==> src/rtl/ni_param.sv <==
// rtl/ni_param.sv - NoC network interface: flit deserialiser to request FIFO, response FIFO to flit serialiser
// Define NI_PARITY_EN to add even flit parity, bad-packet dropping and a saturating drop counter.
module ni_param #(
  parameter int FLIT_W     = 16,
  parameter int BODY_FLITS = 2
) (
  input  logic                                clk,
  input  logic                                resetn,
  input  logic [FLIT_W-1:0]                   i_flit,
  input  logic                                i_flit_valid,
  output logic                                i_flit_ready,
  output logic [FLIT_W-1:0]                   o_flit,
  output logic                                o_flit_valid,
  input  logic                                o_flit_ready,
  output logic [FLIT_W*(BODY_FLITS+2)-1:0]    fifo_wdata,
  output logic                                fifo_wreq,
  input  logic                                fifo_full,
  input  logic [FLIT_W*(BODY_FLITS+2)-1:0]    fifo_rdata,
  output logic                                fifo_rreq,
  input  logic                                fifo_empty,
  output logic                                rx_busy,
  output logic                                tx_busy
`ifdef NI_PARITY_EN
  ,
  input  logic                                i_flit_par,
  output logic                                o_flit_par,
  output logic [7:0]                          err_cnt
`endif
);

  localparam int TOTAL_FLITS = BODY_FLITS + 2;
  localparam int PKT_W       = FLIT_W * TOTAL_FLITS;
  localparam int IDX_W       = $clog2(TOTAL_FLITS);
  localparam logic [IDX_W-1:0] LAST_IDX = IDX_W'(TOTAL_FLITS - 1);

  typedef enum logic {
    RX_COLLECT,
    RX_WRITE
  } rx_state_t;

  typedef enum logic [1:0] {
    TX_IDLE,
    TX_LOAD,
    TX_SEND
  } tx_state_t;

  rx_state_t        rx_state_q, rx_state_d;
  logic [IDX_W-1:0] rx_idx_q, rx_idx_d;
  logic [PKT_W-1:0] rx_buf_q, rx_buf_d;

  tx_state_t        tx_state_q, tx_state_d;
  logic [IDX_W-1:0] tx_idx_q, tx_idx_d;
  logic [PKT_W-1:0] tx_buf_q, tx_buf_d;

`ifdef NI_PARITY_EN
  logic       rx_bad_q, rx_bad_d;
  logic [7:0] err_cnt_q, err_cnt_d;
  logic       flit_bad;

  assign flit_bad = ^{i_flit, i_flit_par};
`endif

  // Ingress: collect flits into the packed buffer, then offer it to the request FIFO
  always_comb begin
    rx_state_d   = rx_state_q;
    rx_idx_d     = rx_idx_q;
    rx_buf_d     = rx_buf_q;
    i_flit_ready = 1'b0;
    fifo_wreq    = 1'b0;
`ifdef NI_PARITY_EN
    rx_bad_d     = rx_bad_q;
    err_cnt_d    = err_cnt_q;
`endif
    case (rx_state_q)
      RX_COLLECT: begin
        i_flit_ready = 1'b1;
        if (i_flit_valid) begin
          rx_buf_d[int'(rx_idx_q)*FLIT_W +: FLIT_W] = i_flit;
          if (rx_idx_q == LAST_IDX) begin
            rx_idx_d = '0;
`ifdef NI_PARITY_EN
            // A packet with any bad flit never reaches the FIFO
            rx_bad_d = 1'b0;
            if (rx_bad_q || flit_bad) begin
              if (err_cnt_q != 8'hFF) begin
                err_cnt_d = err_cnt_q + 8'd1;
              end
            end else begin
              rx_state_d = RX_WRITE;
            end
`else
            rx_state_d = RX_WRITE;
`endif
          end else begin
            rx_idx_d = rx_idx_q + 1'b1;
`ifdef NI_PARITY_EN
            rx_bad_d = rx_bad_q | flit_bad;
`endif
          end
        end
      end
      RX_WRITE: begin
        fifo_wreq = !fifo_full;
        if (!fifo_full) begin
          rx_state_d = RX_COLLECT;
        end
      end
      default: rx_state_d = RX_COLLECT;
    endcase
  end

  always_ff @(posedge clk or negedge resetn) begin
    if (!resetn) begin
      rx_state_q <= RX_COLLECT;
      rx_idx_q   <= '0;
      rx_buf_q   <= '0;
    end else begin
      rx_state_q <= rx_state_d;
      rx_idx_q   <= rx_idx_d;
      rx_buf_q   <= rx_buf_d;
    end
  end

`ifdef NI_PARITY_EN
  always_ff @(posedge clk or negedge resetn) begin
    if (!resetn) begin
      rx_bad_q  <= 1'b0;
      err_cnt_q <= '0;
    end else begin
      rx_bad_q  <= rx_bad_d;
      err_cnt_q <= err_cnt_d;
    end
  end

  assign err_cnt    = err_cnt_q;
  assign o_flit_par = ^o_flit;
`endif

  assign fifo_wdata = rx_buf_q;
  assign rx_busy    = (rx_state_q != RX_COLLECT) || (rx_idx_q != '0);

  // Egress: fetch one packet (read data arrives a cycle after the strobe), then serialise it
  always_comb begin
    tx_state_d   = tx_state_q;
    tx_idx_d     = tx_idx_q;
    tx_buf_d     = tx_buf_q;
    fifo_rreq    = 1'b0;
    o_flit_valid = 1'b0;
    case (tx_state_q)
      TX_IDLE: begin
        if (!fifo_empty) begin
          fifo_rreq  = 1'b1;
          tx_state_d = TX_LOAD;
        end
      end
      TX_LOAD: begin
        tx_buf_d   = fifo_rdata;
        tx_idx_d   = '0;
        tx_state_d = TX_SEND;
      end
      TX_SEND: begin
        o_flit_valid = 1'b1;
        if (o_flit_ready) begin
          if (tx_idx_q == LAST_IDX) begin
            tx_state_d = TX_IDLE;
          end else begin
            tx_idx_d = tx_idx_q + 1'b1;
          end
        end
      end
      default: tx_state_d = TX_IDLE;
    endcase
  end

  always_ff @(posedge clk or negedge resetn) begin
    if (!resetn) begin
      tx_state_q <= TX_IDLE;
      tx_idx_q   <= '0;
      tx_buf_q   <= '0;
    end else begin
      tx_state_q <= tx_state_d;
      tx_idx_q   <= tx_idx_d;
      tx_buf_q   <= tx_buf_d;
    end
  end

  // Buffer and index only change on TX_LOAD and accepted flits, so o_flit keeps its last value when idle
  assign o_flit  = tx_buf_q[int'(tx_idx_q)*FLIT_W +: FLIT_W];
  assign tx_busy = (tx_state_q != TX_IDLE);

endmodule

==> config.mk <==
export PLATFORM = sky130hd
export DESIGN_NAME = ni_param
export DESIGN_NICKNAME = d
export VERILOG_FILES = /design/src/rtl/ni_param.sv
export SDC_FILE = /design/constraint.sdc
export NUM_CORES = 1
export LEC_CHECK = 0
export ABC_CLOCK_PERIOD_IN_PS = 5700
export CAP_MARGIN = 20
export CORE_ASPECT_RATIO = 1.1
export CORE_MARGIN = 5
export CORE_UTILIZATION = 52
export CTS_BUF_LIST = sky130_fd_sc_hd__clkbuf_8
export DETAILED_ROUTE_END_ITERATION = 8
export GPL_TIMING_DRIVEN = 0
export PLACE_DENSITY = 0.95
export SLEW_MARGIN = 15
export SYNTH_ARGS = -nofsm -noshare
export SYNTH_HDL_FRONTEND = slang
export SYNTH_SLANG_ARGS = --single-unit
==> constraint.sdc <==
create_clock -name clk -period 5.7 [get_ports clk]
set_clock_uncertainty 0.15 [all_clocks]
set_input_delay 1.425 -clock clk [delete_from_list [all_inputs] [get_ports clk]]
set_output_delay 1.425 -clock clk [all_outputs]
set_load 0.005 [all_outputs]
==> results.sh, run 1 <==
export IMPL_seq_area_sq_mm=0.00338
export IMPL_r2r_cells=6
export IMPL_grt_pass1_vias=4645
export IMPL_yosysSeqAreaShare_pct=60.3
export IMPL_io_buffers=171
export IMPL_whs_ns=0.353
export IMPL_synth_top_cells_by_count="135 x dfrtp_1, 65 x mux2_2, 40 x a22o_1, 34 x nand2_1, 16 x mux4_2"
export IMPL_synth_top_area_share_pct=60.3
export IMPL_path_common_cell="clkdlybuf4s50_1"
export IMPL_max_cap_violations=0
export IMPL_synth_edf_count=0
export IMPL_ys_flop_type="dfrtp_1"
export IMPL_critPathKind="in2out"
export IMPL_synth_cell_types=33
export IMPL_finalSetupViolations=0
export IMPL_p_seq_share_pct=37.6
export IMPL_cts_resized=0
export IMPL_path_depth=3
export IMPL_cpPeakStageDelay_ns=0.52
export IMPL_via_count=4100
export IMPL_drtPass1Iterations=4
export IMPL_cp_end_kind="output pin"
export IMPL_die_w_um=109
export IMPL_pwr_share_comb_pct=43.0
export IMPL_yosys_cell_count_top_type="dfrtp_1"
export IMPL_wl_per_cell_um=22.2
export IMPL_relSlewSlack_pct=59.8
export IMPL_switchingPower_uw=1400
export IMPL_drive_above_1_share_pct=25.6
export IMPL_arrival_ns=2.53
export IMPL_drt_iter0_drc=156
export IMPL_slowest_stage="clkdlybuf4s50_1"
export IMPL_dpl_hpwl_um=11500
export IMPL_grt_overflow_total=0
export IMPL_antenna_found_initial=0
export IMPL_nets=661
export IMPL_grt_usage_pct=25.9
export IMPL_crit_family="buffers and inverters"
export IMPL_setup_tns_ns=0
export IMPL_worstMarginPinSlew_ns=0.604
export IMPL_hold_violations=0
export IMPL_ioPinCount=172
export IMPL_cts_buffer_depth=2
export IMPL_yosysTopAreaCell="dfrtp_1"
export IMPL_clkTransAtPathRegs_ns=0.07
export IMPL_min_period_over_period_pct=71.9
export IMPL_internal_power_uw=3100
export IMPL_die_area_sq_mm=0.0130
export IMPL_coreArea_sq_mm=0.0105
export IMPL_critPathMaxFanout=2
export IMPL_hold_path_class="reg2reg"
export IMPL_maxSlewViolCount=0
export IMPL_ant_nets=0
export IMPL_drt_wl_total_um=16100
export IMPL_holdPathStages=1
export IMPL_die_h_um=119
export IMPL_initial_core_util_pct=53.4
export IMPL_cp_data_required_time_ns=4.12
export IMPL_path_cells="clkdlybuf4s50_1 > nor2_1 > clkdlybuf4s50_1"
export IMPL_cts_hold_repair_buffers=0
export IMPL_clk_latency_ns=0.43
export IMPL_status="completed"
export IMPL_place_gp_congestion=0.879
export IMPL_nFillCells=584
export IMPL_yosysWarningCount=0
export IMPL_vias_per_cell=5.66
export IMPL_rsz0062_at_grt="no"
export IMPL_grt_first_pass_wirelength_um=25200
export IMPL_netlist_area_sq_mm=0.00560
export IMPL_cts_sinks=135
export IMPL_fmax_mhz=244
export IMPL_avgSynthCellArea_sq_um=14.8
export IMPL_p_leak_uw=0.00342
export IMPL_synthArstFlopShare_pct=100
export IMPL_ir_drop_mv=0.312
export IMPL_multi_input_comb_area_sq_mm=0.00207
export IMPL_synth_seq_cells=135
export IMPL_period_needed_ns=4.10
export IMPL_num_rows=39
export IMPL_cts_buffers=17
export IMPL_synthTopCellsByArea="dfrtp_1 60%, mux2_2 13%, mux4_2 6.4%"
export IMPL_cts_root_buf="clkbuf_8"
export IMPL_switching_share_pct=31.2
export IMPL_area_growth_synth_to_final_pct=42.3
export IMPL_cts_tree="done"
export IMPL_crit_buf_inv=2
export IMPL_cp_start_kind="input pin"
export IMPL_htreeDepth=4
export IMPL_grt_max_degree=75
export IMPL_synth_nets=470
export IMPL_netlist_instances=378
export IMPL_antenna_cells=0
export IMPL_powerDensity_mw_per_mm2=565
export IMPL_drc_errors=0
export IMPL_cts_setup_buffers=0
export IMPL_clock_power_share_pct=19.5
cells in the final DEF (no fill, tap or decap), types with 2 or more instances in the layout:
cell	synthesis	layout
mux4_2	16	16
buf_4	7	7
clkbuf_1	6	6
a22o_1	40	40
dfrtp_1	135	135
clkinv_4	0	7
bufinv_16	0	4
inv_1	4	4
a21o_1	2	2
buf_6	2	3
nor3_1	2	2
nand2b_1	2	2
ha_1	6	6
clkdlybuf4s50_1	0	170
nand2_1	34	34
nor4b_4	2	2
buf_2	7	7
a22o_2	10	10
a21oi_1	2	2
o21ai_0	14	14
nor2b_1	2	2
mux2_2	65	65
clkinvlp_4	0	2
nor2_1	7	7
clkbuf_8	0	18
logic make-up after synthesis:
kind of cell    synth area share, %
compound gates                 9.98
fa+ha+maj                      1.34
buf+inv                        2.70
flops                          60.3
mux                            19.5
simple gates                   6.21
metrics by stage:
step           cells  setup slack (ns)  power [uW]  util, %  area, sq um
2_1_floorplan    378              2.59        2580        -         5600
3_3_place_gp     692             -1.90        3500     71.4         7490
3_5_place_dp     693              1.58        3610     71.7         7520
4_1_cts          725              1.57        4530     76.0         7970
5_1_grt          725              1.51        4750     76.0         7970
6_report         725              1.60        4510     76.0         7970
routing by layer:
| layer | vias up | part of all wire, % | track usage, % |
|---|---|---|---|
| met5 | - | 0 | 0 |
| met4 | 0 | 1.5 | 10.6 |
| met3 | 27 | 10 | 10.4 |
| met2 | 230 | 50 | 41.4 |
| met1 | 2068 | 38 | 31.2 |
| li1 | 1775 | - | - |
layout make-up:
type / count / share of cell area, %
repair buffers: 172 / 21.8
inverters: 5 / 0.235
multi-input cells: 216 / 26.0
well taps: 143 / 2.24
plain buffers: 22 / 1.66
clock inverters: 14 / 2.53
clock buffers: 18 / 3.11
flip-flops and latches: 135 / 42.4
power groups by stage:
stage	clock (uW)	combinational, uW	sequential, uW
global route	936	2080	1740
global placement	0	1850	1650
CTS	888	1960	1680
finish	877	1940	1690
detailed placement	0	1930	1680
floorplan	0	959	1620
path summary, 6_finish.rpt:
| check | startpoint | to | slack, ns |
|---|---|---|---|
| max in group asynchronous | resetn | fifo_wdata[60] | 3.83 |
| worst max-delay path | fifo_empty | fifo_rreq | 1.60 |
| worst min register to register | fifo_wdata[7] | fifo_wdata[7] | 0.35 |
| worst min-delay path | fifo_wdata[7] | fifo_wdata[7] | 0.35 |
| min in group asynchronous | resetn | tx_buf_q[12] | 0.81 |
| worst max register to register | rx_idx_q[0] | fifo_wdata[61] | 3.18 |
sequential cells by signal (all words and copies together) (netlist names):
register / cells
rx_idx_q: 2
tx_state_q: 2
tx_buf_q: 64
tx_idx_q: 2
rx_state_q: 1
fifo_wdata: 64
No activity file was read; power rests on OpenSTA's default activity.
==> inputs of run 2 (changes only) <==
Settings changed: ABC_CLOCK_PERIOD_IN_PS 5700 to 3750, CORE_UTILIZATION 52 to 44, PLACE_DENSITY 0.95 to 0.86.
Clock period 5.7 ns to 3.75 ns, I/O delays scaled along.
==> results.sh, run 2 (synthesis gave the netlist of run 1 again) <==
export IMPL_antenna_cells=0
export IMPL_dp_cells=707
export IMPL_htreeDepth=4
export IMPL_timing_rr_end="fifo_wdata[44]"
export IMPL_fmax_mhz=276
export IMPL_wl_per_cell_um=21.3
export IMPL_place_gp_congestion=0.867
export IMPL_p_leak_uw=0.00343
export IMPL_ir_drop_mv=0.479
export IMPL_maxSlewViolCount=0
export IMPL_grtUsageMet2_pct=36.5
export IMPL_cts_root_buf="clkbuf_8"
export IMPL_r2r_cells=6
export IMPL_arrival_ns=2.54
export IMPL_grt_usage_pct=21.4
export IMPL_use_met1_pct=24.9
export IMPL_grt_first_pass_wirelength_um=25100
export IMPL_area_growth_synth_to_final_pct=42.7
export IMPL_stdcell_count=739
export IMPL_grt_busiest_layer="met2"
export IMPL_min_period_over_period_pct=96.7
export IMPL_drt_wl_total_um=15700
export IMPL_final_common_cell="clkdlybuf4s50_1"
export IMPL_finalSetupViolations=0
export IMPL_setup_tns_ns=0
export IMPL_final_util_pct=63.8
export IMPL_period_needed_ns=3.63
export IMPL_drt_iter0_drc=175
export IMPL_critPathKind="reg2out"
export IMPL_powerDensity_mw_per_mm2=853
export IMPL_cp_end_kind="output pin"
export IMPL_cts_sinks=135
export IMPL_die_area_sq_mm=0.0151
export IMPL_drc_errors=0
export IMPL_cts_buffer_depth=2
export IMPL_clkTransAtPathRegs_ns=0.07
export IMPL_clk_latency_ns=0.43
export IMPL_mostFrequentLayoutCells="170 x clkdlybuf4s50_1, 135 x dfrtp_1, 65 x mux2_2"
export IMPL_whs_ns=0.317
export IMPL_total_power_uw=6820
export IMPL_initial_core_util_pct=44.7
export IMPL_hold_violations=0
export IMPL_die_w_um=118
export IMPL_num_rows=43
export IMPL_nFillCells=911
export IMPL_cts_resized=0
export IMPL_drtPass1Iterations=4
export IMPL_cts_hold_repair_buffers=0
export IMPL_grt_pass1_vias=4587
export IMPL_cp_data_required_time_ns=2.66
export IMPL_cts_tree="done"
export IMPL_cp_start_kind="flop"
export IMPL_ioPinCount=172
export IMPL_timing_rr_start="rx_idx_q[0]"
export IMPL_hold_path_class="in2async"
export IMPL_use_met3_pct=8.97
export IMPL_worstMarginPinSlew_ns=0.621
export IMPL_via_count=4080
export IMPL_coreArea_sq_mm=0.0125
export IMPL_die_h_um=128
export IMPL_critPathMaxFanout=10
export IMPL_drive_above_1_share_pct=25.4
export IMPL_dpl_hpwl_um=11400
export IMPL_grt_overflow_total=0
export IMPL_nets=661
export IMPL_grt_max_degree=80
export IMPL_status="completed"
export IMPL_io_buffers=171
export IMPL_cts_buffers=17
export IMPL_vias_per_cell=5.52
export IMPL_r2r_setup_slack_ns=1.41
export IMPL_antenna_found_initial=0
export IMPL_relSlewSlack_pct=58.6
export IMPL_cts_setup_buffers=0
export IMPL_rsz0062_at_grt="no"
export IMPL_max_cap_violations=0
export IMPL_ant_nets=0
run 2: metal layers:
layer | vias up | part of all wire (%)
met3 | 15 | 8.4
met1 | 2093 | 41
met2 | 197 | 50
met5 | - | 0
met4 | 0 | 1.3
li1 | 1775 | -
run 2: final cells by class:
type / instances / area (sq um) / share of cell area, %
inverters: 5 / 18.8 / 0.235
clock buffers: 18 / 248 / 3.10
well taps: 157 / 196 / 2.46
clock inverters: 14 / 206 / 2.58
plain buffers: 22 / 133 / 1.66
repair buffers: 172 / 1740 / 21.8
multi-input cells: 216 / 2070 / 25.9
flip-flops and latches: 135 / 3380 / 42.3
run 2: worst max-delay path by stage:
stage,startpoint,end,slack (ns)
4_1_cts,tx_idx_q[1],o_flit[9],0.07
2_1_floorplan,tx_idx_q[0],o_flit[0],1.31
6_report,tx_idx_q[1],o_flit[2],0.12
3_3_place_gp,resetn,fifo_wdata[10],-3.42
5_1_grt,tx_idx_q[1],o_flit[2],0.04
3_5_place_dp,tx_idx_q[1],o_flit[9],0.56
run 2: worst max-delay path, stage by stage (launching register included):
cell	delay (ns)
dfrtp_1	0.36
clkbuf_1	0.49
buf_2	0.42
mux4_2	0.36
clkdlybuf4s50_1	0.47
run 2: metrics by stage:
stage	cell area (sq um)	setup slack [ns]
finish	8000	0.123
floorplan	5600	1.31
global route	8000	0.0393
CTS	8000	0.0712
detailed placement	7540	0.559
global placement	7510	-3.42
run 2: report_power, final:
group	leakage, uW	switching [uW]	internal [uW]
Sequential	0.00173	414	2140
Clock	0.000230	556	803
Combinational	0.00147	1080	1830
Total	0.00343	2050	4770
==> inputs of run 3 (changes only) <==
Settings changed: PLACE_DENSITY 0.86 to 0.77.
==> results.sh, run 3 (synthesis gave the netlist of run 1 again) <==
export IMPL_num_rows=43
export IMPL_period_needed_ns=3.59
export IMPL_ioPinCount=172
export IMPL_fmax_mhz=279
export IMPL_path_cells="clkbuf_1 > buf_2 > mux4_2 > clkdlybuf4s50_1"
export IMPL_initial_core_util_pct=44.7
export IMPL_die_area_sq_mm=0.0151
export IMPL_grt_overflow_total=0
export IMPL_cp_end_kind="output pin"
export IMPL_drive_above_1_share_pct=25.4
export IMPL_finalSetupViolations=0
export IMPL_crit_family="buffers and inverters"
export IMPL_max_cap_violations=0
export IMPL_internal_power_uw=4670
export IMPL_arrival_ns=2.50
export IMPL_cts_buffers=17
export IMPL_powerDensity_mw_per_mm2=839
export IMPL_via_count=3971
export IMPL_min_period_over_period_pct=95.7
export IMPL_rsz0062_at_grt="no"
export IMPL_wl_per_cell_um=20.1
export IMPL_ant_nets=0
export IMPL_grt_pass1_vias=4463
export IMPL_final_common_cell="clkdlybuf4s50_1"
export IMPL_total_power_uw=6680
export IMPL_clk_latency_ns=0.44
export IMPL_maxUsedRoutingLayer="met4"
export IMPL_coreArea_sq_mm=0.0125
export IMPL_drtPass1Iterations=6
export IMPL_met2_length_um=7130
export IMPL_place_gp_congestion=0.872
export IMPL_pwr_share_comb_pct=43.1
export IMPL_slowest_stage="clkbuf_1"
export IMPL_cts_sinks=135
export IMPL_vias_per_cell=5.37
export IMPL_cts_setup_buffers=0
export IMPL_nFillCells=941
export IMPL_p_leak_uw=0.00341
export IMPL_status="completed"
export IMPL_nets=661
export IMPL_final_util_pct=63.5
export IMPL_cts_buffer_depth=2
export IMPL_maxSlewViolCount=0
export IMPL_dpl_hpwl_um=11000
export IMPL_critPathMaxFanout=10
export IMPL_cts_hold_repair_buffers=0
export IMPL_area_growth_synth_to_final_pct=42.2
export IMPL_grt_usage_pct=20.6
export IMPL_clock_power_share_pct=18.9
export IMPL_hold_path_class="in2async"
export IMPL_die_h_um=128
export IMPL_crit_buf_inv=3
export IMPL_drc_errors=0
export IMPL_die_w_um=118
export IMPL_htreeDepth=4
export IMPL_cts_tree="done"
export IMPL_wl_met1_um=6190
export IMPL_switchingPower_uw=2010
export IMPL_p_seq_share_pct=38.0
export IMPL_cts_root_buf="clkbuf_8"
export IMPL_grt_max_degree=70
export IMPL_ir_drop_mv=0.451
export IMPL_worstMarginPinSlew_ns=0.637
export IMPL_antenna_cells=0
export IMPL_switching_share_pct=30.1
export IMPL_clkTransAtPathRegs_ns=0.07
export IMPL_relSlewSlack_pct=57.5
export IMPL_wl_met3_um=1290
export IMPL_grt_first_pass_wirelength_um=24600
export IMPL_antenna_found_initial=0
export IMPL_cpPeakStageDelay_ns=0.48
export IMPL_cp_start_kind="flop"
export IMPL_drt_wl_total_um=14800
export IMPL_io_buffers=171
export IMPL_mostFrequentLayoutCells="170 x clkdlybuf4s50_1, 135 x dfrtp_1, 65 x mux2_2"
export IMPL_cp_data_required_time_ns=2.66
export IMPL_critPathKind="reg2out"
export IMPL_drt_iter0_drc=140
export IMPL_cts_resized=0
export IMPL_hold_violations=0
-- run 3: area by class of cell --
class / count / area (sq um) / share of cell area [%]
Clock buffer: 20 / 275 / 3.46
Clock inverter: 12 / 150 / 1.88
Buffer: 22 / 133 / 1.66
Multi-Input combinational cell: 216 / 2070 / 26.0
Tap cell: 157 / 196 / 2.47
Inverter: 5 / 18.8 / 0.236
Timing Repair Buffer: 172 / 1740 / 21.8
Sequential cell: 135 / 3380 / 42.4
-- run 3: final timing paths --
check                               startpoint              to  slack (ns)  depth (start not counted)
worst max register to register     rx_idx_q[0]  fifo_wdata[57]        1.43                          6
max in group asynchronous               resetn  fifo_wdata[43]        2.37                          2
min in group clk                fifo_wdata[51]  fifo_wdata[51]        0.35                          2
worst min register to register  fifo_wdata[51]  fifo_wdata[51]        0.35                          2
worst max-delay path               tx_idx_q[1]      o_flit[11]        0.16                          4
worst min-delay path                    resetn    tx_buf_q[25]        0.32                          1
-- run 3: power by group through the flow --
| stage | sequential [uW] | combinational [uW] | clock, uW |
|---|---|---|---|
| final | 2540 | 2880 | 1260 |
| after global routing | 2620 | 3120 | 1350 |
| after CTS | 2530 | 2920 | 1290 |
| after detailed placement | 2540 | 2910 | 0 |
| after global placement | 2510 | 2830 | 0 |
| after floorplan | 2470 | 1460 | 0 |
-- run 3: metal layers --
layer / vias up / GRT usage, %
li1: 1777 / -
met1: 1989 / 25.7
met2: 184 / 33.3
met3: 21 / 8.22
met4: 0 / 6.75
met5: - / 0
-- run 3: worst register-to-register path, stage by stage, from the launching register on --
cell and delay, ns:
dfrtp_1 0.50, inv_1 0.13, ha_1 0.40, nor4b_4 0.49
buf_2 0.32, nand2_1 0.08, o21ai_0 0.18
-- run 3: metrics by stage --
stage | instances | instance area, sq um | hold slack [ns] | setup WS (ns) | setup TNS [ns]
global route | 739 | 7970 | 0.353 | 0.0332 | 0
floorplan | 378 | 5600 | 0.323 | 1.31 | 0
CTS | 739 | 7970 | 0.335 | 0.0911 | 0
global placement | 706 | 7510 | 0.318 | -3.50 | -470.96
finish | 739 | 7970 | 0.324 | 0.160 | 0
detailed placement | 707 | 7540 | 0.328 | 0.594 | 0
==> variant 1: new RTL, config.mk and constraints of run 2 <==
The 3 states of `tx_state_t` get a one-hot encoding in 3 bits.
--- a/src/rtl/ni_param.sv
+++ b/src/rtl/ni_param.sv
@@ -39,8 +39,8 @@
   } rx_state_t;
 
-  typedef enum logic [1:0] {
-    TX_IDLE,
-    TX_LOAD,
-    TX_SEND
+  typedef enum logic [2:0] {
+    TX_IDLE = 3'b001,
+    TX_LOAD = 3'b010,
+    TX_SEND = 3'b100
   } tx_state_t;
 
Check against the original RTL: same outputs for any inputs over 4 cycles, from zero or initial values and one cycle with resetn low; so few cycles prove little.
==> variant 1 against run 2 <==
Cell count increased by 2.7%. Critical path depth unchanged. Sequential cell count increased by 1. Count of clock-buffer cells in the layout increased by 6. Worst setup slack improved by 0.037 ns. Routed wire length decreased by 1.2%. Combinational power decreased by 9.6%. First-iteration DRC count increased by 57%. Worst hold slack got worse by 0.036 ns. Final area increased by 0.53%. Synthesized area increased by 0.98%. Total power decreased by 5.7%. Critical path type unchanged.
==> variant 1: results <==
[route]
drtIter0Drc = 275
avgRoutedWirePerCell_um = 20.4
first_pass_iters = 5
vias_per_cell = 5.57

[placed_design]
pre_cts_slack_ns = 0.503
io_buffers = 170
postPlaceCellArea_um2 = 7590
globalplace.congestion = 0.846
place_hpwl_um = 11300
placedCellCount = 727

[clock_tree]
cts_resized = 0
clk_latency_ns = 0.44

[synthesis]
yosysUniqueCellTypes = 33
synth_mux_area_share_pct = 19.5
synth_common_cells = "135 x dfrtp_1, 65 x mux2_2, 44 x nand2_1, 34 x a22o_1, 33 x o21ai_0"
synth-xor-area-share_pct = 0
synth_compound_area_share_pct = 8.69
yosys-top-cells-area = "dfrtp_1 60%, mux2_2 13%, mux4_2 6.4%"
synth_cells = 399
synth_warnings = 0
synthAdderAreaFrac_pct = 1.33
syn_nets = 491
async_flop_share_pct = 100
yosysSeqAreaShare_pct = 60.2

[power]
intPower_uw = 4490
clock_power_share_pct = 20.4
irDropWorstVdd_mv = 0.482
p_sw_uw = 1940
seqPwrFrac_pct = 38.7
leakagePower_uw = 0.00343

[sta]
slew_headroom_pct = 45.7
hold_ws_ns = 0.282
finalCritPeriodShare_pct = 95.7

[worst_setup_path]
rr_worst_depth = 5
cp_slowest_cell = "buf_1"
crit_start = "tx_idx_q[1]$_DFFE_PN0P_"
rr_endpoint = "fifo_wdata[46]$_DFFE_PN0P_"
cp.arrival_ns = 2.50
max_stage_delay_ns = 0.53
rrSetupSlack_ns = 1.12
cp-endpoint = "o_flit[3]"
reg2reg_from = "rx_idx_q[0]$_DFFE_PN0P_"

[final_layout]
finalNonFillerCells = 759
nets = 681
layout-drive-gt1-share_pct = 23.4

[outcome]
status = "finished clean"

[grt]
grt_pass1_vias = 4651
track_usage_pct = 21.2
grt_pass1_wl_um = 25300
grt_max_degree = 88
## variant 1: changes by cell type after synthesis, moves of 4 or more
cell / run 2 / this run
a22o_1: 40 / 34
buf_4: 7 / 2
nand2_1: 34 / 44
o21ai_0: 14 / 33
a22o_2: 10 / 0
buf_2: 7 / 11
nand2b_1: 2 / 9
## variant 1: final cells by class
| cell class | count | area, um^2 |
|---|---|---|
| multi-input cells | 237 | 2140 |
| repair buffers | 171 | 1730 |
| well taps | 157 | 196 |
| inverters | 6 | 22.5 |
| fillers | 946 | 4550 |
| clock buffers | 24 | 330 |
| clock inverters | 8 | 116 |
| plain buffers | 20 | 101 |
| flip-flops and latches | 136 | 3400 |
## variant 1: routing by layer
| metal | GRT usage, % | share of wire, % | vias to the layer above |
|---|---|---|---|
| met3 | 7.96 | 8.8 | 44 |
| met4 | 7.69 | 2.5 | 0 |
| met1 | 25.6 | 40 | 2118 |
| li1 | - | - | 1830 |
| met5 | 0 | 0 | - |
| met2 | 35.0 | 49 | 232 |
==> variant 2: new RTL, settings of run 2 <==
Without the edit above. The parameter `BODY_FLITS` goes from 2 to 4.
--- a/src/rtl/ni_param.sv
+++ b/src/rtl/ni_param.sv
@@ -3,5 +3,5 @@
 module ni_param #(
   parameter int FLIT_W     = 16,
-  parameter int BODY_FLITS = 2
+  parameter int BODY_FLITS = 4
 ) (
   input  logic                                clk,
Ports: changed (resized fifo_rdata and fifo_wdata); port bits go from 172 to 236. No check against the original RTL was run, so the function may have changed too.
==> variant 2 against run 2 <==
Total power rose by 48%. Die area rose by 53%. Maximum frequency grew 0.55%. Worst setup slack better by 0.020 ns. Sequential cell count is 66 higher. Non-clock buffer count grew 80. Synthesized area grew 59%. Routed wire length rose by 57%. Final area grew 54%. Highest routed layer unchanged.
==> variant 2: results <==
[clock_tree]
clockBufferDepth = 3
cts_max_level = 2
clk_latency_ns = 0.50
cts_resized = 6

[sta]
hold_ws_ns = 0.194

[final_layout]
syn_to_final_growth_pct = 38.0
finalNonFillerCells = 1201

[power]
p_seq_uw = 3740
switching_share_pct = 31.8
leakagePower_uw = 0.00554

[route]
drtIter0Drc = 258
wl_met1_um = 9580
vias_per_cell = 5.22
wirelength_um = 24700

[placed_design]
postPlaceCellArea_um2 = 11600
globalplace.congestion = 0.877
placedCellCount = 1145
place_hpwl_um = 18400
io_buffers = 235

[grt]
grt_util_met1_pct = 25.1
grt_util_met3_pct = 8.57
grt_pass1_wl_um = 39600

[synthesis]
synth.avg_cell_area_um2 = 13.6
synth_common_cells = "201 x dfrtp_1, 161 x mux2_2, 54 x inv_1, 49 x mux2i_1, 40 x nand2_1"
yosysSeqAreaShare_pct = 56.6
synthAdderAreaFrac_pct = 1.27
yosys-top-cells-area = "dfrtp_1 57%, mux2_2 20%, mux2i_1 5.5%"

[outcome]
status = "finished clean"

[worst_setup_path]
rrSetupSlack_ns = 0.54
cp_slowest_cell = "dfrtp_1"
variant 2: layout make-up:
cell class | instances | area share, %
Sequential cell | 201 | 41.0
Multi-Input combinational cell | 363 | 28.3
Timing Repair Buffer | 237 | 19.7
Clock buffer | 42 | 4.71
Tap cell | 252 | 2.57
Inverter | 54 | 1.65
Buffer | 37 | 1.62
Clock inverter | 15 | 0.489
variant 2: worst max-delay path by stage:
stage	start	endpoint	slack, ns	depth (start not counted)
after floorplan	rx_idx_q[0]$_DFFE_PN0P_	fifo_wdata[10]$_DFFE_PN0P_	1.05	8
after global placement	resetn	fifo_wdata[94]$_DFFE_PN0P_	-6.88	1
after detailed placement	tx_idx_q[1]$_DFFE_PN0P_	o_flit[6]	0.21	6
after CTS	tx_idx_q[0]$_DFFE_PN0P_	o_flit[4]	0.006	6
after global routing	tx_idx_q[1]$_DFFE_PN0P_	o_flit[6]	0.009	5
final	tx_idx_q[1]$_DFFE_PN0P_	o_flit[9]	0.14	5
